[config.mk]
export PLATFORM = sky130hd
export DESIGN_NAME = preprocessor_sequencer
export DESIGN_NICKNAME = d
export VERILOG_FILES = /design/src/rtl/preprocessor_sequencer.sv
export SDC_FILE = /design/constraint.sdc
export NUM_CORES = 1
export LEC_CHECK = 0
export BUFFER_PORTS_ARGS = -buffer_cell sky130_fd_sc_hd__buf_4
export CORE_UTILIZATION = 33
export CTS_BUF_LIST = sky130_fd_sc_hd__clkbuf_16
export DETAILED_ROUTE_END_ITERATION = 16
export GPL_TIMING_DRIVEN = 0
export HOLD_SLACK_MARGIN = 0.06
export PLACE_DENSITY_LB_ADDON = 0.12
export SETUP_SLACK_MARGIN = 0.3
export SLEW_MARGIN = 20
export SYNTH_ARGS = -nofsm -noshare
export SYNTH_HDL_FRONTEND = slang
export SYNTH_SLANG_ARGS = --single-unit
[constraint.sdc]
create_clock -name clk -period 8.5 [get_ports clk]
set_input_delay 1.275 -clock clk [delete_from_list [all_inputs] [get_ports clk]]
set_output_delay 1.275 -clock clk [all_outputs]
set_load 0.05 [all_outputs]
[src/rtl/preprocessor_sequencer.sv]
// preprocessor_sequencer
//
// Sits directly upstream of the attitude preprocessor and sequences it.
// The sequencer takes one raw accelerometer/magnetometer sample and holds it
// stable on the preprocessor inputs. It then pulses the accelerometer load and
// captures roll/pitch on the first done edge. Next it pulses the magnetometer
// load and captures yaw. Finally it presents the angle triple to the Kalman
// stage over a valid/ready handshake.
//
// Optional feature: define PREPROC_SEQ_TIMEOUT_EN to abort a wait state after
// TIMEOUT_CYCLES cycles without a done edge. An abort sets the sticky
// timeout_err_out flag. Without the macro the wait states wait indefinitely,
// timeout_err_out is tied low and clear_err_in is ignored.
//
// Parameters:
//   SETTLE_CYCLES   cycles (>=1) the held inputs stay stable before each load
//   TIMEOUT_CYCLES  wait-state cycles before abort (>=1, 16-bit counter)
//
// Ports:
//   clk, rst                       clock (rising edge), async active-high reset
//   sample_valid_in / _ready_out   raw sample handshake (ready only in IDLE)
//   acc_{x,y,z}_raw_in, mag_{x,y}_raw_in, declination_cfg_in   raw sample words
//   acc_{x,y,z}_out, mag_{x,y}_out, declination_out            held words
//   load_acc_out, load_mag_out     one-cycle load pulses to the preprocessor
//   data_done_in                   preprocessor done (rising edge is used)
//   roll/pitch/yaw_angle_in        preprocessor results
//   angles_valid_out / _ready_in   angle triple handshake to the Kalman stage
//   roll_out, pitch_out, yaw_out   captured angle triple
//   timeout_err_out, clear_err_in  sticky abort flag and its clear
module preprocessor_sequencer #(
  parameter int SETTLE_CYCLES  = 2,
  parameter int TIMEOUT_CYCLES = 1023
) (
  input  logic        clk,
  input  logic        rst,
  input  logic        sample_valid_in,
  output logic        sample_ready_out,
  input  logic [15:0] acc_x_raw_in,
  input  logic [15:0] acc_y_raw_in,
  input  logic [15:0] acc_z_raw_in,
  input  logic [15:0] mag_x_raw_in,
  input  logic [15:0] mag_y_raw_in,
  input  logic [15:0] declination_cfg_in,
  output logic [15:0] acc_x_out,
  output logic [15:0] acc_y_out,
  output logic [15:0] acc_z_out,
  output logic [15:0] mag_x_out,
  output logic [15:0] mag_y_out,
  output logic [15:0] declination_out,
  output logic        load_acc_out,
  output logic        load_mag_out,
  input  logic        data_done_in,
  input  logic [15:0] roll_angle_in,
  input  logic [15:0] pitch_angle_in,
  input  logic [15:0] yaw_angle_in,
  output logic        angles_valid_out,
  input  logic        angles_ready_in,
  output logic [15:0] roll_out,
  output logic [15:0] pitch_out,
  output logic [15:0] yaw_out,
  output logic        timeout_err_out,
  input  logic        clear_err_in
);

  typedef enum logic [2:0] {
    IDLE,
    SETTLE_A,
    LOAD_ACC,
    WAIT_ACC,
    SETTLE_M,
    LOAD_MAG,
    WAIT_MAG,
    PRESENT
  } state_t;

  localparam logic [15:0] SETTLE_LAST = 16'(SETTLE_CYCLES - 1);

  state_t      state;
  state_t      state_nxt;
  logic [15:0] settle_cnt;
  logic        done_prev;
  logic        done_rise;
  logic        accept;
  logic        in_settle;
  logic        settle_last;
  logic        cap_acc;
  logic        cap_mag;
  logic        timeout_hit;

  assign accept      = sample_valid_in && (state == IDLE);
  // A done level left over from an earlier operation has done_prev = 1, so it
  // never counts as completion. Only a fresh 0->1 transition does.
  assign done_rise   = data_done_in && !done_prev;
  assign in_settle   = (state == SETTLE_A) || (state == SETTLE_M);
  assign settle_last = in_settle && (settle_cnt == SETTLE_LAST);
  assign cap_acc     = (state == WAIT_ACC) && done_rise;
  assign cap_mag     = (state == WAIT_MAG) && done_rise;

  always_ff @(posedge clk or posedge rst) begin
    if (rst) begin
      state <= IDLE;
    end else begin
      state <= state_nxt;
    end
  end

  // A done edge wins over a timeout that expires in the same cycle.
  always_comb begin
    state_nxt = state;
    case (state)
      IDLE:     if (accept)      state_nxt = SETTLE_A;
      SETTLE_A: if (settle_last) state_nxt = LOAD_ACC;
      LOAD_ACC:                  state_nxt = WAIT_ACC;
      WAIT_ACC: begin
        if (done_rise)        state_nxt = SETTLE_M;
        else if (timeout_hit) state_nxt = IDLE;
      end
      SETTLE_M: if (settle_last) state_nxt = LOAD_MAG;
      LOAD_MAG:                  state_nxt = WAIT_MAG;
      WAIT_MAG: begin
        if (done_rise)        state_nxt = PRESENT;
        else if (timeout_hit) state_nxt = IDLE;
      end
      PRESENT:  if (angles_ready_in) state_nxt = IDLE;
      default:                   state_nxt = IDLE;
    endcase
  end

  // The counter sits at zero outside the settle states, so each settle state
  // starts counting from zero on entry without an explicit clear.
  always_ff @(posedge clk or posedge rst) begin
    if (rst) begin
      settle_cnt <= '0;
    end else if (in_settle && !settle_last) begin
      settle_cnt <= settle_cnt + 16'd1;
    end else begin
      settle_cnt <= '0;
    end
  end

  always_ff @(posedge clk or posedge rst) begin
    if (rst) begin
      done_prev <= 1'b0;
    end else begin
      done_prev <= data_done_in;
    end
  end

  always_ff @(posedge clk or posedge rst) begin
    if (rst) begin
      acc_x_out       <= '0;
      acc_y_out       <= '0;
      acc_z_out       <= '0;
      mag_x_out       <= '0;
      mag_y_out       <= '0;
      declination_out <= '0;
      roll_out        <= '0;
      pitch_out       <= '0;
      yaw_out         <= '0;
    end else begin
      if (accept) begin
        acc_x_out       <= acc_x_raw_in;
        acc_y_out       <= acc_y_raw_in;
        acc_z_out       <= acc_z_raw_in;
        mag_x_out       <= mag_x_raw_in;
        mag_y_out       <= mag_y_raw_in;
        declination_out <= declination_cfg_in;
      end
      if (cap_acc) begin
        roll_out  <= roll_angle_in;
        pitch_out <= pitch_angle_in;
      end
      if (cap_mag) begin
        yaw_out <= yaw_angle_in;
      end
    end
  end

`ifdef PREPROC_SEQ_TIMEOUT_EN
  localparam logic [15:0] TIMEOUT_LAST = 16'(TIMEOUT_CYCLES - 1);

  logic        in_wait;
  logic [15:0] wait_cnt;
  logic        err_flag;

  assign in_wait     = (state == WAIT_ACC) || (state == WAIT_MAG);
  assign timeout_hit = in_wait && !done_rise && (wait_cnt == TIMEOUT_LAST);

  // The counter is zero outside the wait states. Each wait state therefore
  // begins a fresh count and lasts at most TIMEOUT_CYCLES cycles.
  always_ff @(posedge clk or posedge rst) begin
    if (rst) begin
      wait_cnt <= '0;
    end else if (in_wait && !done_rise && !timeout_hit) begin
      wait_cnt <= wait_cnt + 16'd1;
    end else begin
      wait_cnt <= '0;
    end
  end

  // A new abort takes priority over a clear requested in the same cycle.
  always_ff @(posedge clk or posedge rst) begin
    if (rst) begin
      err_flag <= 1'b0;
    end else if (timeout_hit) begin
      err_flag <= 1'b1;
    end else if (clear_err_in) begin
      err_flag <= 1'b0;
    end
  end

  assign timeout_err_out = err_flag;
`else
  logic unused_clear_err;

  assign timeout_hit      = 1'b0;
  assign timeout_err_out  = 1'b0;
  assign unused_clear_err = clear_err_in;
`endif

  assign sample_ready_out = (state == IDLE);
  assign load_acc_out     = (state == LOAD_ACC);
  assign load_mag_out     = (state == LOAD_MAG);
  assign angles_valid_out = (state == PRESENT);

endmodule

==> impl_metrics.env <==
export IMPL_synth_top_flop_cell="dfrtp_1"
export IMPL_drtIter0Drc=135
export IMPL_cts_resized=0
export IMPL_synthesis_nets=571
export IMPL_avgSynthCellArea_sq_um=15.4
export IMPL_power_leakage_nw=4.64
export IMPL_synth_async_reset_ratio_pct=100
export IMPL_drtAntennaViolNets=0
export IMPL_cts_sinks=164
export IMPL_dr_total_vias=4513
export IMPL_tns_ps=0
export IMPL_die_y_um=142
export IMPL_cts_max_path_buffers=2
export IMPL_drt_wl_total_mm=16.5
export IMPL_fmax_ghz=0.341
export IMPL_fin_crit_sh_pct=34.5
export IMPL_hp_class="flip-flop to flip-flop"
export IMPL_synth_common_cells="164 x dfrtp_1, 141 x mux2_2, 14 x nor2_1"
export IMPL_synth_top_area_share_pct=63.6
export IMPL_whs_ps=502
export IMPL_p_per_area_mw_per_mm2=482
export IMPL_netlist_area_sq_mm=0.00646
export IMPL_rsz0062_at_grt="false"
export IMPL_numPortBuffers=296
export IMPL_antenna_found_initial=0
export IMPL_worstMarginPinSlew_ps=588
export IMPL_timing_clock_skew_ps=10.4
export IMPL_initial_core_util_pct=34.1
export IMPL_synth_ff_latch_count=164
export IMPL_cp_arrival_ps=1650
export IMPL_cts_tree="built"
export IMPL_die_area_sq_mm=0.0201
export IMPL_synthCells=419
export IMPL_grt_pass1_wl_mm=25.6
export IMPL_row_count=50
export IMPL_fp_dieW_um=142
export IMPL_grt_max_degree=85
export IMPL_synthToLayoutAreaGrowth_pct=49.5
export IMPL_setup_ws_ps=5570
export IMPL_drive_gt1_share_pct=66.4
export IMPL_hold_viol=0
export IMPL_clock_latency_ps=410
export IMPL_netlist_top_cells_area="dfrtp_1 64%, mux2_2 25%, xor2_1 1.1%"
export IMPL_status="finished clean"
export IMPL_remaining_drc_errors=0
export IMPL_finalInstanceArea_sq_mm=0.00965
export IMPL_ys_types=38
export IMPL_insertedDiodeCount=0
export IMPL_slew_headroom_pct=60.8
export IMPL_post_dp_cell_area_sq_mm=0.00904
export IMPL_yosysMostFrequentCell="dfrtp_1"
export IMPL_crit_type="flip-flop to output pin"
export IMPL_track_usage_pct=16.6
export IMPL_synth_edf_count=0
export IMPL_drv_cap=0
export IMPL_cts_htree_levels=4
export IMPL_holdBufCountCts=0
export IMPL_critPathLaunchType="flip-flop"
export IMPL_gp_congestion=0.774
export IMPL_cp_max_fo=10
export IMPL_fillers=1671
export IMPL_hpwlAfterDp_mm=12.4
export IMPL_setup_viol=0
export IMPL_ir_drop_uv=204
export IMPL_pre_cts_ws_ps=5580
export IMPL_viasPerCell=4.49
export IMPL_ios=299
export IMPL_yosysWarningCount=0
export IMPL_grt_ovfl_total=0
export IMPL_yosysTopAreaCell="dfrtp_1"
export IMPL_numCtsBuffers=17
export IMPL_grt_pass1_vias=4790
export IMPL_worstPathRequired_ps=7220
export IMPL_first_pass_iters=4
export IMPL_avgRoutedWirePerCell_um=16.4
export IMPL_final_nets=887
export IMPL_post_cts_buffers=0
export IMPL_clkTransAtPathRegs_ps=60
export IMPL_core_region_area_sq_mm=0.0190
export IMPL_cts_root_buf="clkbuf_16"
export IMPL_fin_total_pwr_mw=4.65
export IMPL_ys_seq_area_share_pct=63.6
export IMPL_post_route_min_period_ps=2930
export IMPL_drv_slew=0
export IMPL_end_kind="output pin"
-- metal layers --
layer | up-vias | wire (um) | GRT usage, %
li1 | 2108 | - | -
met1 | 2206 | 6370 | 18.4
met2 | 180 | 8460 | 29.1
met5 | - | 0 | 0
met3 | 19 | 1370 | 6.34
met4 | 0 | 265 | 5.21
-- worst max-delay path: stages, from the launching register on --
cell and delay, ps:
dfrtp_1 430, clkbuf_1 340, nor3b_1 250, buf_4 230
-- layout make-up --
cell class	instances	area [sq um]	share of cell area (%)
Sequential cell	164	4100	42.5
Timing Repair Buffer	297	2250	23.3
Multi-Input combinational cell	229	2170	22.5
Clock buffer	17	425	4.41
Tap cell	260	325	3.37
Clock inverter	13	185	1.92
Buffer	22	164	1.70
Inverter	4	22.5	0.233
-- registers in the layout (all words and copies together), names as in the netlist, 16 cells and up --
name             count
mag_x_out           16
acc_z_out           16
yaw_out             16
roll_out            16
mag_y_out           16
declination_out     16
acc_x_out           16
pitch_out           16
acc_y_out           16
settle_cnt          16
-- where the power goes --
part	switching [mW]	internal (mW)	total, mW
clock	0.310	0.489	0.800
sequential	0.183	1.14	1.32
combinational	1.67	0.855	2.53
total	2.17	2.48	4.65
-- cell usage in the layout, fill, tap and decap left out, types with 2 or more instances in the layout --
master	instances
xnor2_1	4
xor2_1	8
o31ai_1	2
or3_1	2
nand3_1	9
nor2_1	14
buf_6	6
and3_1	3
buf_4	303
ha_1	2
buf_2	8
mux2_1	3
a21oi_1	5
mux2_2	141
clkbuf_16	17
bufinv_16	4
nand4_1	3
clkinv_4	4
inv_1	3
clkinv_2	2
nor3b_1	3
nand2_1	5
o21ai_0	4
nor4_1	4
nor2b_1	2
dfrtp_1	164
-- metrics by stage --
stage	util, %	instances
6_report	50.9	1006
4_1_cts	50.9	1006
3_3_place_gp	47.5	975
5_1_grt	50.9	1006
3_5_place_dp	47.7	976
2_1_floorplan	-	419
-- worst paths after layout --
kind                                      end    startpoint  cells after the start  slack [ps]
min                              mag_x_out[9]  mag_x_out[9]                      1         500
min in group asynchronous  declination_out[8]           rst                      2         920
max in group asynchronous       settle_cnt[2]           rst                      3        6800
max reg2reg                      mag_x_out[6]      state[0]                      7        6620
max                              load_acc_out      state[1]                      3        5570
min reg2reg                      mag_x_out[9]  mag_x_out[9]                      1         500
-- logic make-up (layout without fill, tap and decap cells) --
logic type / Yosys count / count (layout) / synth area share, %
AOI/OAI and AO/OA: 13 / 13 / 1.18
xor gates and xnor gates: 12 / 12 / 1.63
adders and majority gates: 2 / 2 / 0.388
buffers and inverters: 26 / 353 / 2.77
DFF: 164 / 164 / 63.6
muxes: 145 / 145 / 25.3
other: 1 / 1 / 0.0581
and+or+nand+nor: 56 / 56 / 5.14
No activity file was read; power rests on OpenSTA's default activity.
